<file path="config.mk">
export PLATFORM = sky130hd
export DESIGN_NAME = serial_alu_seq
export DESIGN_NICKNAME = d
export VERILOG_FILES = /design/src/rtl/serial_alu_pkg.sv /design/src/rtl/alu_bit_slice.sv /design/src/rtl/serial_alu_seq.sv
export SDC_FILE = /design/constraint.sdc
export NUM_CORES = 1
export LEC_CHECK = 0
export ABC_AREA = 1
export CORE_ASPECT_RATIO = 1.2
export CORE_UTILIZATION = 30
export CTS_CLUSTER_DIAMETER = 40
export DETAILED_ROUTE_END_ITERATION = 16
export PLACE_DENSITY = 0.59
export SETUP_SLACK_MARGIN = 0.02
export SLEW_MARGIN = 20
export SYNTH_ARGS = -nofsm -noshare
export SYNTH_HDL_FRONTEND = slang
export SYNTH_SLANG_ARGS = --single-unit
</file>
<file path="constraint.sdc">
create_clock -name clk -period 1.3 [get_ports clk]
set_input_delay 0.195 -clock clk [delete_from_list [all_inputs] [get_ports clk]]
set_output_delay 0.195 -clock clk [all_outputs]
set_load 0.1 [all_outputs]
</file>
<file path="src/rtl/serial_alu_pkg.sv">
// Shared opcode and FSM state encodings for the bit-serial ALU sequencer.
package serial_alu_pkg;

  localparam logic [1:0] OP_ADD = 2'b00;
  localparam logic [1:0] OP_AND = 2'b01;
  localparam logic [1:0] OP_NOR = 2'b10;
  localparam logic [1:0] OP_XOR = 2'b11;

  localparam logic [1:0] S_IDLE = 2'd0;
  localparam logic [1:0] S_RUN  = 2'd1;
  localparam logic [1:0] S_DONE = 2'd2;

endpackage

</file>
<file path="src/rtl/alu_bit_slice.sv">
// Combinational 1-bit ALU cell: ADD/AND/NOR/XOR; carry-out e is 0 for logic ops.
module alu_bit_slice
  import serial_alu_pkg::*;
(
  input  logic       a,
  input  logic       b,
  input  logic       c,
  input  logic [1:0] op,
  output logic       d,
  output logic       e
);

  always_comb begin
    d = 1'b0;
    e = 1'b0;
    case (op)
      OP_ADD: begin
        d = a ^ b ^ c;
        e = (a & b) | (a & c) | (b & c);
      end
      OP_AND:  d = a & b;
      OP_NOR:  d = ~(a | b);
      OP_XOR:  d = a ^ b;
      default: d = 1'b0;
    endcase
  end

endmodule

</file>
<file path="src/rtl/serial_alu_seq.sv">
// Bit-serial ALU sequencer: WIDTH-cycle LSB-first operation through one alu_bit_slice.
// Define SERIAL_ALU_OVF_EN to produce signed overflow for ADD; otherwise ovf is tied 0.
module serial_alu_seq
  import serial_alu_pkg::*;
#(
  parameter int unsigned WIDTH = 8
) (
  input  logic             clk,
  input  logic             rst,
  input  logic             start,
  input  logic [1:0]       op,
  input  logic [WIDTH-1:0] a,
  input  logic [WIDTH-1:0] b,
  input  logic             cin,
  output logic             busy,
  output logic             done,
  output logic [WIDTH-1:0] result,
  output logic             cout,
  output logic             ovf
);

  localparam int unsigned CNT_W = $clog2(WIDTH);
  localparam logic [CNT_W-1:0] LAST = CNT_W'(WIDTH - 1);

  logic [1:0]       state;
  logic [WIDTH-1:0] a_sh;
  logic [WIDTH-1:0] b_sh;
  logic [WIDTH-1:0] res_sh;
  logic [1:0]       op_r;
  logic             carry;
  logic [CNT_W-1:0] cnt;
  logic             d;
  logic             e;

  alu_bit_slice u_slice (
    .a  (a_sh[0]),
    .b  (b_sh[0]),
    .c  (carry),
    .op (op_r),
    .d  (d),
    .e  (e)
  );

  always_ff @(posedge clk or posedge rst) begin
    if (rst) begin
      state  <= S_IDLE;
      a_sh   <= '0;
      b_sh   <= '0;
      res_sh <= '0;
      op_r   <= OP_ADD;
      carry  <= 1'b0;
      cnt    <= '0;
      busy   <= 1'b0;
      done   <= 1'b0;
      result <= '0;
      cout   <= 1'b0;
      ovf    <= 1'b0;
    end else begin
      case (state)
        S_IDLE: begin
          done <= 1'b0;
          if (start) begin
            a_sh  <= a;
            b_sh  <= b;
            op_r  <= op;
            carry <= (op == OP_ADD) ? cin : 1'b0;
            cnt   <= '0;
            busy  <= 1'b1;
            state <= S_RUN;
          end
        end
        S_RUN: begin
          a_sh   <= a_sh >> 1;
          b_sh   <= b_sh >> 1;
          res_sh <= {d, res_sh[WIDTH-1:1]};
          carry  <= e;
          cnt    <= cnt + CNT_W'(1);
          if (cnt == LAST) begin
            result <= {d, res_sh[WIDTH-1:1]};
            cout   <= e;
            // On the final bit the carry register holds the carry into the MSB.
`ifdef SERIAL_ALU_OVF_EN
            ovf    <= carry ^ e;
`else
            ovf    <= 1'b0;
`endif
            busy   <= 1'b0;
            done   <= 1'b1;
            state  <= S_DONE;
          end
        end
        S_DONE: begin
          done  <= 1'b0;
          state <= S_IDLE;
        end
        default: state <= S_IDLE;
      endcase
    end
  end

endmodule
</file>
==> results.ini, run 1 <==
[run_status]
outcome = finished with violations
failed_checks = setup timing

[logic_synthesis]
synth_top_family_by_area = simple AND/OR/NAND/NOR gates
synth_seq_cells = 42
synth_largest_area_cell = dfrtp_1
synth_fa_ha_area_share_pct = 3.78
synth_cells = 205
synth_compound_area_share_pct = 7.56
yosys_most_used_dff = dfrtp_1
synthMuxAreaShare_pct = 0
synth_commonest_cells = nand2_1, dfrtp_1, nand3_1
synth-seq-area-share_pct = 56.7
syn-cell-area_sq_um = 1850
syn-num-nets = 232
ys_warn_count = 0
synthArstFlopShare_pct = 100
synth_top_area_share_pct = 56.7
synthSimpleGateAreaFrac_pct = 24.3
synth-xor-area-share_pct = 0
synth.area.top_cells = dfrtp_1, nand2_1, nand3_1, inv_1, o21ai_0
yosysMostFrequentCell = nand2_1
synth-edff-count = 0
synth.avg_cell_area_sq_um = 9.05
synth.distinct_cells = 21

[routing]
routed_via_density = 4.34
drc = 0
drt_wl_total_microns = 3610
wl_per_cell_microns = 10.7
dr.first_iter.drc_count = 107
vias = 1459
ant_nets = 0
drt_first_pass_iters = 5

[power]
pwr-share-seq_pct = 33.0
clkPwrFrac_pct = 15.2
internal-power_uw = 3780
p_per_area_nw_per_um2 = 2520
fin_total_pwr_uw = 6750
p_sw_uw = 2970
ir_drop_v = 0.000926
netSwitchingFraction_pct = 44.0
pwr-share-comb_pct = 51.7
leakagePower_uw = 0.00128

[sta]
worst_slack_ns = -0.132
hold_violations = 0
fin_skew_ns = 0.00815
whs_ns = 0.267
finalCriticalPeriod_ns = 1.43
rsz0062_at_grt = yes
finalSetupViolCount = 2
timing.fmax_ghz = 0.698
fin_tns_setup_ns = -0.228
min_period_over_period_pct = 110
drv_slew = 0

[job]
maxCapViolations = 0

[final_layout]
layout-drive-gt1-share_pct = 21.7
area_growth_pct = 44.3
fin_nets = 280
num_antenna_cells = 0
fin_util_pct = 44.5
final_cell_count_no_fill = 336

[clock_network]
cts_root_buf = clkbuf_8
cts_tree = done
cts_buffer_depth = 2
clk_latency_ns = 0.29
clk_pin_slew_ns = 0.08
cts_hold_buf = 0
cts.sinks = 42
htree_num_levels = 2
cts_made_buffers = 5

[worst_setup_path]
r2r_setup_slack_ns = -0.13
endpoint = result[7]
critical_path_class = flip-flop to flip-flop
worstPathRequired_ns = 1.48
crit_path_start_kind = flip-flop
timing.rr.start = carry
reg2reg_depth = 7
cp-end-kind = flip-flop
worstPathMaxFanout = 2
critPathArrivalTime_ns = 1.61
r2r_end = result[7]
crit_start = carry

[place]
io_buffers = 32
hpwl_microns = 2450
gp_congestion = 0.713
dp.cells = 324

[floorplan]
num_rows = 31
die_w_microns = 73.8
num_io_pins = 34
initial_utilization_pct = 30.8
dieArea_sq_um = 6500
die_height_microns = 88.1
fp.coreArea_sq_um = 6010

[grt]
grt_overflow_total = 0
grt_start_max_net_pins = 43
grt_antenna_before_repair = 0
grt_pass1_vias = 1401
grt_use_total_pct = 13.0
grt_pass1_wl_microns = 6380

[hold_path]
hp-class = primary input to async pin

==> cell usage in the layout, fill, tap and decap left out, drive strengths merged <==
| cell type | synthesis | final |
|---|---|---|
| a21oi | 1 | 1 |
| buf | 6 | 26 |
| bufinv | 0 | 1 |
| clkbuf | 1 | 7 |
| clkdlybuf4s50 | 0 | 21 |
| clkinvlp | 0 | 1 |
| conb | 1 | 1 |
| dfrtp | 42 | 42 |
| fa | 1 | 1 |
| ha | 4 | 4 |
| inv | 20 | 20 |
| nand2 | 84 | 84 |
| nand3 | 20 | 20 |
| nand4 | 1 | 1 |
| nor2 | 3 | 3 |
| o211ai | 3 | 3 |
| o21ai | 18 | 18 |
==> sequential cells by signal (all words and copies together) (netlist names) <==
name	cells
a_sh	8
b_sh	8
busy	1
carry	1
cnt	3
cout	1
done	1
op_r	2
res_sh	7
result	8
state	2
==> power groups by stage <==
stage | logic, uW | clock network (uW) | registers, uW
6_report | 3490 | 1030 | 2230
3_5_place_dp | 3300 | 0 | 2240
3_3_place_gp | 3260 | 0 | 2220
5_1_grt | 3840 | 1130 | 2300
4_1_cts | 3370 | 1050 | 2220
2_1_floorplan | 1240 | 0 | 3120
==> critical path, stage by stage (launching register included) <==
cell and delay (ns):
dfrtp_1 0.37, inv_2 0.05, fa_1 0.53, inv_1 0.05
nand3_2 0.07, nand2_2 0.05, o21ai_2 0.14, nand2_1 0.06
==> through the flow <==
step | worst slack (ns) | instance area, sq um
6_report | -0.132 | 2680
3_5_place_dp | -0.161 | 2450
2_1_floorplan | -0.0176 | 1850
3_3_place_gp | -0.143 | 2450
4_1_cts | -0.140 | 2600
5_1_grt | -0.228 | 2680
==> cell type report <==
class	instances	area [sq um]
clock buffers	6	72.6
clock inverters	2	37.5
fillers	582	3340
inverters	20	77.6
multi-input cells	136	709
flip-flops and latches	42	1050
well taps	82	103
repair buffers	48	626
==> cell families (layout without fill, tap and decap cells) <==
logic type | count (synthesis) | in the layout
flops | 42 | 42
fa+ha+maj | 5 | 5
other cells | 1 | 1
buf+inv | 27 | 76
simple gates | 108 | 108
compound gates | 22 | 22
==> routing by layer <==
layer / vias to the layer above / global-route usage [%] / routed length [microns] / part of all wire (%)
met5: - / 0 / 0 / 0
met3: 9 / 3.22 / 164 / 4.5
met1: 675 / 17.1 / 1620 / 45
met2: 39 / 20.2 / 1770 / 49
met4: 0 / 5.77 / 55 / 1.5
li1: 736 / - / - / -
==> worst min-delay path by stage <==
stage	start	endpoint	slack [ns]	depth (start not counted)
6_report	rst	res_sh[7]	0.27	3
3_3_place_gp	a_sh[7]	a_sh[7]	0.46	2
5_1_grt	rst	result[6]	0.28	3
2_1_floorplan	a[7]	a_sh[7]	0.31	2
3_5_place_dp	res_sh[7]	res_sh[7]	0.47	2
4_1_cts	rst	b_sh[5]	0.27	3
==> repair_timing <==
item,4_1_cts,5_1_grt
buffers inserted,0,2
gates cloned,1,1
resized for setup,5,10
endpoints found under the setup margin,3,15
hold endpoints to repair,0,0
pin swaps,3,2
(Power assumes the default switching activity.)
==> inputs of run 2 (changes only) <==
--- a/config.mk
+++ b/config.mk
@@ -11,6 +11,7 @@
 export CTS_CLUSTER_DIAMETER = 40
 export DETAILED_ROUTE_END_ITERATION = 16
 export PLACE_DENSITY = 0.59
+export REMOVE_ABC_BUFFERS = 1
 export SETUP_SLACK_MARGIN = 0.02
 export SLEW_MARGIN = 20
 export SYNTH_ARGS = -nofsm -noshare
==> run 2 against run 1 <==
Against the previous run: combinational power increased by 1%; worst setup slack gained 0.021 ns; the flow still finishes with violations (setup timing); highest routed layer unchanged; clock power about the same; via count down 0.27%; count of clock-buffer cells in the layout unchanged; critical path depth is the same; first-iteration DRC count shrank 40%; wire length decreased by 3.0%; clock skew fell by 0.00085 ns; sequential power about the same.
==> results.ini, run 2 (synthesis results as in run 1) <==
[worst_setup_path]
crit_top_cell = nand2_1
path_cells = inv_2 -> fa_1 -> inv_1 -> nand3_1 -> nand2_1 -> o21ai_1 -> nand2_1  ; was inv_2 -> fa_1 -> inv_1 -> nand3_2 -> nand2_2 -> o21ai_2 -> nand2_1
worstPathRequired_ns = 1.49  ; was 1.48 ns
critPathMaxStageDelay_ns = 0.53  ; about the same
worstPathMaxFanout = 2  ; unchanged
crit_family = adder cells  ; unchanged
critPathArrivalTime_ns = 1.60  ; was 1.61 ns
critical_path_class = flip-flop to flip-flop  ; unchanged
critical_path_buf_inv_count = 2  ; unchanged
crit_path_start_kind = flip-flop  ; unchanged
cp-end-kind = flip-flop  ; unchanged
cp_slowest_cell = fa_1  ; unchanged

[sta]
worst_slack_ns = -0.111  ; was -0.132 ns
finalSetupViolCount = 2  ; unchanged
min_period_over_period_pct = 109  ; was 110%
rsz0062_at_grt = yes  ; unchanged
drv_slew = 0  ; unchanged
hold_violations = 0  ; unchanged
finalCriticalPeriod_ns = 1.41  ; was 1.43 ns
timing.fmax_ghz = 0.709  ; was 0.698 GHz
fin_skew_ns = 0.00729  ; was 0.00815 ns
fin_tns_setup_ns = -0.213  ; was -0.228 ns

[final_layout]
final_cell_count_no_fill = 340  ; was 336
register_area_sq_um = 1050  ; unchanged
fin_nets = 284  ; was 280
final_common_cell = nand2_1  ; unchanged
layout-drive-gt1-share_pct = 22.9  ; was 21.7%
num_antenna_cells = 0  ; unchanged
fillers = 585  ; was 582
top_regs = a_sh (8), b_sh (8), result (8)  ; unchanged
area_growth_pct = 46.6  ; was 44.3%
fin_util_pct = 45.2  ; was 44.5%
mostFrequentLayoutCells = nand2_1, dfrtp_1, clkdlybuf4s50_1  ; unchanged
multi_input_area_sq_um = 727  ; was 709 sq um

[clock_network]
cts_tree = done  ; unchanged
cts_made_buffers = 5  ; unchanged
cts_hold_buf = 0  ; unchanged
htree_num_levels = 2  ; unchanged
cts.sinks = 42  ; unchanged
cts_root_buf = clkbuf_8  ; unchanged
clk_pin_slew_ns = 0.08  ; about the same
cts_buffer_depth = 2  ; unchanged
clk_latency_ns = 0.29  ; about the same

[power]
internal-power_uw = 3820  ; was 3780 uW
clkPwrFrac_pct = 15.0  ; was 15.2%
p_per_area_nw_per_um2 = 2500  ; was 2520 nW/um^2
ir_drop_v = 0.000956  ; was 0.000926 V
pwr-share-comb_pct = 52.3  ; was 51.7%
fin_total_pwr_uw = 6780  ; was 6750 uW
pwr-share-seq_pct = 32.8  ; was 33.0%
netSwitchingFraction_pct = 43.7  ; was 44.0%
p_sw_uw = 2960  ; was 2970 uW
leakagePower_uw = 0.00130  ; was 0.00128 uW

[routing]
dr.first_iter.drc_count = 64  ; was 107
drt_wl_total_microns = 3500  ; was 3610 microns
drc = 0  ; unchanged
drt_first_pass_iters = 4  ; was 5
wl_per_cell_microns = 10.3  ; was 10.7 microns
ant_nets = 0  ; unchanged
routed_via_density = 4.28  ; was 4.34
vias = 1455  ; was 1,459

[place]
hpwl_microns = 2410  ; was 2450 microns
gp_congestion = 0.733  ; was 0.713
dp.cells = 326  ; was 324
dp_slack_ns = -0.120  ; was -0.161 ns
io_buffers = 32  ; unchanged

[grt]
grt_overflow_total = 0  ; unchanged
grt_antenna_before_repair = 0  ; unchanged
grt_pass1_vias = 1468  ; was 1,401
grt_use_total_pct = 12.6  ; was 13.0%
grt_pass1_wl_microns = 6170  ; was 6380 microns
grt_start_max_net_pins = 43  ; unchanged

[run_status]
outcome = finished with violations  ; unchanged
failed_checks = setup timing  ; unchanged

[floorplan]
num_io_pins = 34  ; unchanged
fp.coreArea_sq_um = 6010  ; unchanged
initial_utilization_pct = 30.8  ; unchanged
dieArea_sq_um = 6500  ; unchanged
die_height_microns = 88.1  ; unchanged
die_w_microns = 73.8  ; unchanged
num_rows = 31  ; unchanged

[hold_path]
hp-class = primary input to async pin  ; unchanged

[job]
maxCapViolations = 0  ; unchanged

[run 2: through the flow]
| step | area [sq um] | hold slack [ns] |
|---|---|---|
| global placement | 2470 | 0.458 |
| floorplan | 1790 | 0.312 |
| finish | 2720 | 0.261 |
| detailed placement | 2470 | 0.463 |
| CTS | 2670 | 0.264 |
| global route | 2720 | 0.285 |
[run 2: what timing repair did]
action / CTS / global route
pin swaps: 1 / 6
endpoints found under the setup margin: 5 / 14
gates resized for setup: 8 / 15
buffers inserted: 4 / 4
cloned: 1 / 0
[run 2: worst paths after layout]
check	start	endpoint	slack, ns	cells past startpoint
max	carry	result[7]	-0.11	7
min	rst	res_sh[6]	0.26	3
max reg2reg	carry	result[7]	-0.11	7
min reg2reg	a_sh[7]	a_sh[7]	0.48	2
max in group asynchronous	rst	a_sh[7]	0.84	3
min in group clk	b[7]	b_sh[7]	0.44	3
[run 2: power groups by stage]
stage                     combinational (uW)  sequential, uW  clock (uW)
final                                   3540            2220        1010
after detailed placement                3330            2220           0
after floorplan                         1100            3120           0
after CTS                               3480            2210        1050
after global routing                    3840            2290        1100
after global placement                  3280            2200           0
[run 2: area by class of cell]
cell class	instances	area share, %
inverter	20	2.85
clock inverter	2	1.38
tap	82	3.78
timing repair buffer	52	23.9
clock buffer	6	2.67
sequential	42	38.7
multi-input combinational	136	26.7
[run 2: worst min-delay path: stages]
cell and delay, ns:
clkdlybuf4s50_1 0.39, inv_1 0.09, buf_12 0.24
[run 2: layer usage]
metal / routed length (microns) / global-route usage, %
met5: 0 / 0
met4: 51 / 5.24
met3: 125 / 3.45
met2: 1810 / 22.2
met1: 1510 / 14.2
==> inputs of run 3 (changes only) <==
--- a/config.mk
+++ b/config.mk
@@ -7,6 +7,7 @@
 export LEC_CHECK = 0
 export ABC_AREA = 1
 export CORE_ASPECT_RATIO = 1.2
+export CORE_MARGIN = 3
 export CORE_UTILIZATION = 30
 export CTS_CLUSTER_DIAMETER = 40
 export DETAILED_ROUTE_END_ITERATION = 16
==> run 3 against run 2 <==
Against the previous run: the run still ends with setup timing left; count of clock-buffer cells in the layout grew 1; worst setup slack better by 0.027 ns; cell count shrank 1.2%; die area up 10%; critical path type unchanged; largest cell class unchanged; largest power group unchanged.
==> results.ini, run 3 (synthesis results as in run 1) <==
[floorplan]
dieArea_sq_um = 7160  ; was 6500 sq um
fp.coreArea_sq_um = 5820  ; was 6010 sq um
die_height_microns = 92.1  ; was 88.1 microns
initial_utilization_pct = 31.9  ; was 30.8%
die_w_microns = 77.8  ; was 73.8 microns
num_rows = 30  ; was 31
num_io_pins = 34  ; unchanged

[grt]
grt_start_max_net_pins = 43  ; unchanged
grt_use_total_pct = 10.7  ; was 12.6%
grtUsageMet1_pct = 11.3  ; was 14.2%
grt_overflow_total = 0  ; unchanged
grt_antenna_before_repair = 0  ; unchanged
grt_pass1_wl_microns = 6080  ; was 6170 microns
grt_pass1_vias = 1459  ; was 1,468
grt_use_met2_pct = 19.4  ; was 22.2%
globalRouteMet3Util_pct = 3.24  ; was 3.45%
busiest_layer = met2  ; unchanged

[sta]
rsz0062_at_grt = yes  ; unchanged
worst_slack_ns = -0.0843  ; was -0.111 ns
drv_slew = 0  ; unchanged
finalSetupViolCount = 2  ; unchanged
whs_ns = 0.253  ; was 0.261 ns
min_period_over_period_pct = 106  ; was 109%
fin_skew_ns = 0.00781  ; was 0.00729 ns
timing.fmax_ghz = 0.722  ; was 0.709 GHz
finalCriticalPeriod_ns = 1.38  ; was 1.41 ns
hold_violations = 0  ; unchanged

[final_layout]
mostFrequentLayoutCells = nand2_1, dfrtp_1, clkdlybuf4s50_1  ; unchanged
area_growth_pct = 43.0  ; was 46.6%
top_regs = a_sh (8), b_sh (8), result (8)  ; unchanged
fin_nets = 282  ; was 284
final_common_cell = nand2_1  ; unchanged
num_antenna_cells = 0  ; unchanged
final_cell_count_no_fill = 336  ; was 340
layout-drive-gt1-share_pct = 21.1  ; was 22.9%

[clock_network]
clk_latency_ns = 0.29  ; about the same
cts_hold_buf = 0  ; unchanged
cts_tree = done  ; unchanged
htree_num_levels = 2  ; unchanged
clk_pin_slew_ns = 0.08  ; about the same
cts_buffer_depth = 2  ; unchanged
cts.sinks = 42  ; unchanged
cts_made_buffers = 5  ; unchanged
cts_root_buf = clkbuf_8  ; unchanged

[worst_setup_path]
critPathArrivalTime_ns = 1.57  ; was 1.60 ns
cp-end-kind = flip-flop  ; unchanged
critical_path_class = flip-flop to flip-flop  ; unchanged
worstPathRequired_ns = 1.48  ; was 1.49 ns
crit_family = adder cells  ; unchanged
cp.depth = 7  ; unchanged
critical_path_buf_inv_count = 2  ; unchanged
cp_slowest_cell = fa_1  ; unchanged
crit_path_start_kind = flip-flop  ; unchanged
critPathMaxStageDelay_ns = 0.53  ; about the same
worstPathMaxFanout = 2  ; unchanged
path_cells = inv_2 -> fa_1 -> inv_1 -> nand3_2 -> nand2_2 -> o21ai_1 -> nand2_1  ; was inv_2 -> fa_1 -> inv_1 -> nand3_1 -> nand2_1 -> o21ai_1 -> nand2_1
reg2reg_depth = 7  ; unchanged

[power]
leakagePower_uw = 0.00129  ; was 0.00130 uW
p_per_area_nw_per_um2 = 2510  ; was 2500 nW/um^2
fin_total_pwr_uw = 6660  ; was 6780 uW
ir_drop_v = 0.000928  ; was 0.000956 V

[routing]
vias = 1435  ; was 1,455
drt_first_pass_iters = 4  ; unchanged
wl_per_cell_microns = 10.5  ; was 10.3 microns
drt_wl_total_microns = 3540  ; was 3500 microns
ant_nets = 0  ; unchanged
drc = 0  ; unchanged
dr.first_iter.drc_count = 83  ; was 64
routed_via_density = 4.27  ; was 4.28

[place]
hpwl_microns = 2550  ; was 2410 microns
io_buffers = 32  ; unchanged
gp_congestion = 0.761  ; was 0.733
dp.cells = 323  ; was 326
dp_slack_ns = -0.101  ; was -0.120 ns

[hold_path]
hp-class = primary input to async pin  ; unchanged

[job]
maxCapViolations = 0  ; unchanged

[run_status]
outcome = finished with violations  ; unchanged
failed_checks = setup timing  ; unchanged

-- run 3: changes by cell type in the layout (fill, tap and decap cells not counted), moves of 2 or more --
cell     change
buf_6        -3
nand2_1      +3
ha_4         -2
nand2_2      -2
-- run 3: routing by layer --
metal  routed length [microns]  vias to the layer above
li1                          -                      740
met1                      1570                      658
met4                        59                        0
met3                       175                        5
met5                         0                        -
met2                      1730                       32
-- run 3: where the power goes --
part / total, uW / switching, uW / internal [uW]
clock: 1010 / 431 / 575
combinational: 3460 / 2090 / 1360
sequential: 2200 / 368 / 1830
-- run 3: metrics by stage --
stage	util (%)	instance area (sq um)	setup TNS, ns
2_1_floorplan	-	1790	-2.72
4_1_cts	44.4	2580	-0.178
3_3_place_gp	42.4	2470	-1.31
6_report	45.6	2650	-0.143
3_5_place_dp	42.4	2470	-1.46
5_1_grt	45.6	2650	-0.293
-- run 3: repair_timing --
action                                  CTS  global route
pin swaps                                 0             2
buffers inserted                          1             3
cloned                                    0             1
endpoints found under the setup margin    2            19
resized for setup                         2             8
-- run 3: path summary, 6_finish.rpt --
kind	slack, ns	start	end
max in group asynchronous	0.84	rst	op_r[0]
min	0.25	rst	a_sh[4]
max	-0.08	carry	res_sh[7]
max reg2reg	-0.08	carry	res_sh[7]
min reg2reg	0.47	a_sh[7]	a_sh[7]
min in group clk	0.43	a[7]	a_sh[7]
-- run 3: layout make-up --
type / count / area (sq um)
fill: 565 / 3170
sequential: 42 / 1050
multi-input combinational: 136 / 683
timing repair buffer: 50 / 633
tap: 80 / 100
inverter: 20 / 77.6
clock buffer: 7 / 76.3
clock inverter: 1 / 30.0
-- run 3: worst min-delay path, stage by stage --
cell and delay, ns:
clkdlybuf4s50_1 0.40, inv_1 0.09, buf_12 0.24
==> RTL change 1, RTL diff (config.mk and constraints of run 2) <==
The parameter `WIDTH` goes from 8 to 32.
--- a/src/rtl/serial_alu_seq.sv
+++ b/src/rtl/serial_alu_seq.sv
@@ -4,5 +4,5 @@
   import serial_alu_pkg::*;
 #(
-  parameter int unsigned WIDTH = 8
+  parameter int unsigned WIDTH = 32
 ) (
   input  logic             clk,
Interface: changed (resized a, b and result); port bits go from 34 to 106. No check against the original RTL was run, so the function may have changed too.
==> RTL change 1 against run 2 <==
- the run still ends with setup timing left
- total power rose to 3.1 times the old value
- count of clock-buffer cells in the layout rose by 15
- core utilization rose by 2.3 points
- sequential cell count up 98
- setup slack got worse by 0.082 ns
- hold slack worse by 0.15 ns
- critical endpoint is now result[1]$_DFFE_PP0P_
- sequential power grew to 3.2 times the old value
- cell area increased to 3.3 times the old value
- routed wire length grew to 3.9 times the old value
- final cell count rose to 3.1 times the old value
- area after synthesis rose to 3.1 times the old value
==> RTL change 1: results (changes against run 2) <==
Parameter                              Value

Synth
  Average footprint of a synthesized cell    8.797 µm² (-2.7%)
  Top post-synthesis cells by area    dfrtp_1 61%, nand2_1 18%, nand3_1 6.0%
  Share of the yosys chip area belonging to registers    60.99% (+4.3 points)
  Distinct cells, synth    20 (-4.8%)
  Synth cell count leaders    279 x nand2_1, 140 x dfrtp_1, 69 x nand3_1
  Count of state elements after synthesis    140 (+230%)

Floorplan
  Placement Rows    55 (+77%)

Routing
  Routed via count divided by cell count    4.406 (+3.0%)
  Final routed wire length divided by cell count    12.96 µm (+26%)
  Detailed-route wire length on metal 1    6.300 mm (+320%)
  DRC violation total after the first TritonRoute iteration    214 (+230%)
  Pre-Repair DR Iteration Count    4 (unchanged)
  Wire length on met3    659 µm (+430%)
  Length of routed met2 wiring    6.649 mm (+270%)

Place
  Cell area reported after detailed placement    0.007694 mm² (+210%)
  Worst setup slack after placement    -0.2284 ns (-0.1086 ns)
  Placed wire-length estimate    8.547 mm (+250%)
  Placer congestion estimate    0.7075 (-3.5%)
  Number of buffers added on ports    104 (+230%)
  Dpl cells    1012 (+210%)

Final layout
  Comb_multi_in    435 (+220%)
  Count of clock buffers in the final design    21 (+15)
  Buffer share of cell area    24.33% (+0.43 points)
  Clock buf/inv share    7.197% (+3.1 points)
  Filler cell count    1732 (+200%)
  Final cell count without fillers    1063 (+210%)
  Share of cell area taken by multi-input logic gates    23.51% (-3.2 points)
  Number of ordinary and repair buffers in the finished layout    156 (+200%)
  Fraction of final layout cells sized beyond drive strength 1    22.06% (-0.81 points)
  Logic inverters    44 (+120%)
  Register fraction of the total cell area    39.38% (+0.71 points)
  Registers with the highest flip-flop counts    a_sh: 32 flops, b_sh: 32 flops, result: 32 flops
  Post-layout nets    869 (+210%)

Global routing
  Global-route wire length before repair    21.67 mm (+250%)
  Met3 Resource Use GR    4.245% (+0.79 points)
  Pin count of the biggest net entering global routing    62 (+44%)
  Met1 Use GR    18.07% (+3.9 points)
  GRT Resource Usage Total    14.11% (+1.5 points)
  Number of global-route vias before repair    4548 (+210%)
  Met2 Track Usage GR    22.29% (+0.11 points)

Power and ir drop
  Max VDD drop    951.3 µV (-0.45%)
  PwrDens    2336 mW/mm² (-6.4%)
  Leakage component of the power    4.082 nW (+210%)

Clock tree
  CTS Buf Count    17 (+12)
  Latest clock arrival within the worst-skew pair    0.42 ns (+0.13 ns)
  CTS root buffer    clkbuf_16
  Clock transition at the registers of the reported paths    0.06 ns (-0.02 ns)
  Deepest level of the CTS H-tree    4 (+2)

Timing
  Setup skew after layout    0.007392 ns (+0.0001001 ns)
  Post-Route Setup TNS    -5.645 ns (-5.432 ns)
  Worst Hold Slack    0.1155 ns (-0.1455 ns)
  Final setup viols    36 (+34)
  Worst path setup slack after routing    -0.1930 ns (-0.08220 ns)

Status
  Failing checks    setup timing
  Result of the run    complete, but fails checks

Setup path
  Logic depth of the worst register-to-register path    8 (+1)
  Arr. time, crit path    1.80 ns (+0.20 ns)
  Worst R2R Start    cnt[0]$_DFFE_PP0P_
  Crit Reg-Reg Endpoint    result[1]$_DFFE_PP0P_
  Peak fanout along the critical path    7 (+5)
## RTL change 1: how the worst max path moves through the flow
stage / start / end / slack (ns) / cells after the start
floorplan: rst / a_sh[0]$_DFFE_PP0P_ / -2.65 / 1
global placement: start / a_sh[8]$_DFFE_PP0P_ / -0.17 / 6
detailed placement: cnt[0]$_DFFE_PP0P_ / result[21]$_DFFE_PP0P_ / -0.23 / 8
CTS: cnt[1]$_DFFE_PP0P_ / result[31]$_DFFE_PP0P_ / -0.20 / 8
global route: cnt[0]$_DFFE_PP0P_ / result[8]$_DFFE_PP0P_ / -0.27 / 8
finish: cnt[0]$_DFFE_PP0P_ / result[1]$_DFFE_PP0P_ / -0.19 / 8
## RTL change 1: report_power, final
group / total (mW) / internal [mW] / switching (mW) / leakage, nW
clock network: 5.27 / 3.45 / 1.82 / 0.303
logic: 8.41 / 3.43 / 4.98 / 1.95
registers: 7.16 / 6.03 / 1.13 / 1.83
total: 20.8 / 12.9 / 7.93 / 4.08
## RTL change 1: cell families after synthesis
| family | Yosys count | synth area share, % |
|---|---|---|
| other | 1 | 0.06528 |
| adder cells (fa/ha/maj) | 5 | 1.220 |
| AND/OR/NAND/NOR | 357 | 25.05 |
| AO/OA/AOI/OAI | 71 | 6.273 |
| buffers and inverters | 79 | 6.404 |
| flip-flops | 140 | 60.99 |
## RTL change 1: worst max-delay path: stages, from the launching register on
cell       delay, ns
dfrtp_1         0.36
ha_2            0.20
nand2_2         0.07
nor2_4          0.11
ha_4            0.20
nand2_8         0.13
clkbuf_16       0.19
nand2_1         0.06
o21ai_1         0.06
## RTL change 1: what timing repair did
item                                    CTS  global route
pin swaps                                 4             5
resized for setup                        33            61
endpoints found under the hold margin     0             0
cloned                                    3            10
endpoints found under the setup margin   37           115
buffers inserted                          0             6
==> RTL change 2, RTL diff (settings of run 2) <==
Made on the original files. Put one more register stage on the output `done`, cleared by the reset. The value now appears one clock later. The other outputs are not delayed to match.
--- a/src/rtl/serial_alu_seq.sv
+++ b/src/rtl/serial_alu_seq.sv
@@ -22,4 +22,6 @@
   localparam int unsigned CNT_W = $clog2(WIDTH);
   localparam logic [CNT_W-1:0] LAST = CNT_W'(WIDTH - 1);
+
+  logic done_s0;
 
   logic [1:0]       state;
@@ -52,5 +54,5 @@
       cnt    <= '0;
       busy   <= 1'b0;
-      done   <= 1'b0;
+      done_s0 <= 1'b0;
       result <= '0;
       cout   <= 1'b0;
@@ -59,5 +61,5 @@
       case (state)
         S_IDLE: begin
-          done <= 1'b0;
+          done_s0 <= 1'b0;
           if (start) begin
             a_sh  <= a;
@@ -86,10 +88,10 @@
 `endif
             busy   <= 1'b0;
-            done   <= 1'b1;
+            done_s0 <= 1'b1;
             state  <= S_DONE;
           end
         end
         S_DONE: begin
-          done  <= 1'b0;
+          done_s0 <= 1'b0;
           state <= S_IDLE;
         end
@@ -99,3 +101,11 @@
   end
 
+  always_ff @(posedge clk or posedge rst) begin
+    if (rst) begin
+      done <= '0;
+    end else begin
+      done <= done_s0;
+    end
+  end
+
 endmodule
Check against the original RTL: not equivalent (Yosys sat finds a counterexample within 10 cycles, from zero or initial values and one cycle with rst high).
==> RTL change 2 against run 2 <==
- the flow still finishes with violations (setup timing)
- via count up 2.9%
- synthesized cell count up 0.49%
- setup slack worse by 0.00089 ns
- cell area up 0.74%
- area after synthesis up 1.3%
- sequential cell count up 1
- routed wire length up 2.6%
- total power up 2.8%
- highest routed layer unchanged
==> RTL change 2: results (changes against run 2) <==
Parameter                              Value

Synth
  Average footprint of a synthesized cell    9.123 µm² (+0.86%)
  Top post-synthesis cells by area    dfrtp_1 57%, nand2_1 16%, nand3_1 5.3%
  Synth cell count leaders    81 x nand2_1, 43 x dfrtp_1, 20 x nand3_1
  Compound-gate portion of the synthesized area    7.457% (-0.10 points)
  Adder-cell area share of the yosys netlist    3.728% (-0.050 points)
  Share of the yosys chip area belonging to registers    57.26% (+0.58 points)

Timing
  Worst path setup slack after routing    -0.1117 ns (-0.0008950 ns)
  Final setup viols    2 (unchanged)

Routing
  DRC violation total after the first TritonRoute iteration    72 (+13%)
  Routed via count divided by cell count    4.429 (+3.5%)
  Final routed wire length divided by cell count    10.63 µm (+3.2%)

Status
  Failing checks    setup timing
  Result of the run    complete, but fails checks

Final layout
  Filler cell count    599 (+2.4%)
  Final cell count without fillers    338 (-0.59%)
  Post-layout nets    282 (-0.70%)
  Syn-to-layout area delta    45.67%
  Fraction of final layout cells sized beyond drive strength 1    21.88% (-0.99 points)

Global routing
  GRT Resource Usage Total    12.46% (-0.12 points)

Power and ir drop
  Part of the total power dissipated in the clock network    17.5% (+2.5 points)
  Power in the clock group    1.22 mW (+21%)
  Switching Power    2.952 mW (-0.40%)
  Max VDD drop    960.0 µV (+0.46%)

Place
  Dpl cells    325 (-0.31%)
  Cell area reported after detailed placement    0.002489 mm² (+0.91%)
## RTL change 2: worst paths after layout
check | from | endpoint | slack [ns] | cells after the start
max | carry$_DFFE_PP0P_ | res_sh[7]$_DFFE_PP0P_ | -0.11 | 7
min | rst | a_sh[6]$_DFFE_PP0P_ | 0.25 | 3
max reg2reg | carry$_DFFE_PP0P_ | res_sh[7]$_DFFE_PP0P_ | -0.11 | 7
min reg2reg | done_s0$_DFFE_PP0P_ | done$_DFF_PP0_ | 0.40 | 0
max in group asynchronous | rst | state[0]$_DFFE_PP0P_ | 0.82 | 3
min in group clk | done_s0$_DFFE_PP0P_ | done$_DFF_PP0_ | 0.40 | 0
## RTL change 2: cell families after synthesis
logic type | after synthesis
flip-flops | 43
adder cells (fa/ha/maj) | 5
other | 1
AND/OR/NAND/NOR | 108
AO/OA/AOI/OAI | 22
buffers and inverters | 27
## RTL change 2: layout make-up
| type | count | area share, % |
|---|---|---|
| clock buffers | 6 | 2.651 |
| flip-flops and latches | 43 | 39.35 |
| well taps | 82 | 3.748 |
| clock inverters | 2 | 2.194 |
| repair buffers | 49 | 23.63 |
| inverters | 20 | 2.834 |
| multi-input cells | 136 | 25.59 |
## RTL change 2: timing repair
| action | CTS | global route |
|---|---|---|
| setup buffers | 0 | 3 |
| pin swaps | 0 | 3 |
| endpoints found under the setup margin | 2 | 30 |
| gates cloned | 0 | 2 |
| gates resized for setup | 2 | 13 |
## RTL change 2: metal layers
metal	global-route usage (%)	vias to the layer above	share of wire, %
met5	0	-	0
met4	5.489	0	1.8
met3	3.531	7	3.6
met2	20.58	38	49
met1	15.08	709	46
li1	-	743	-
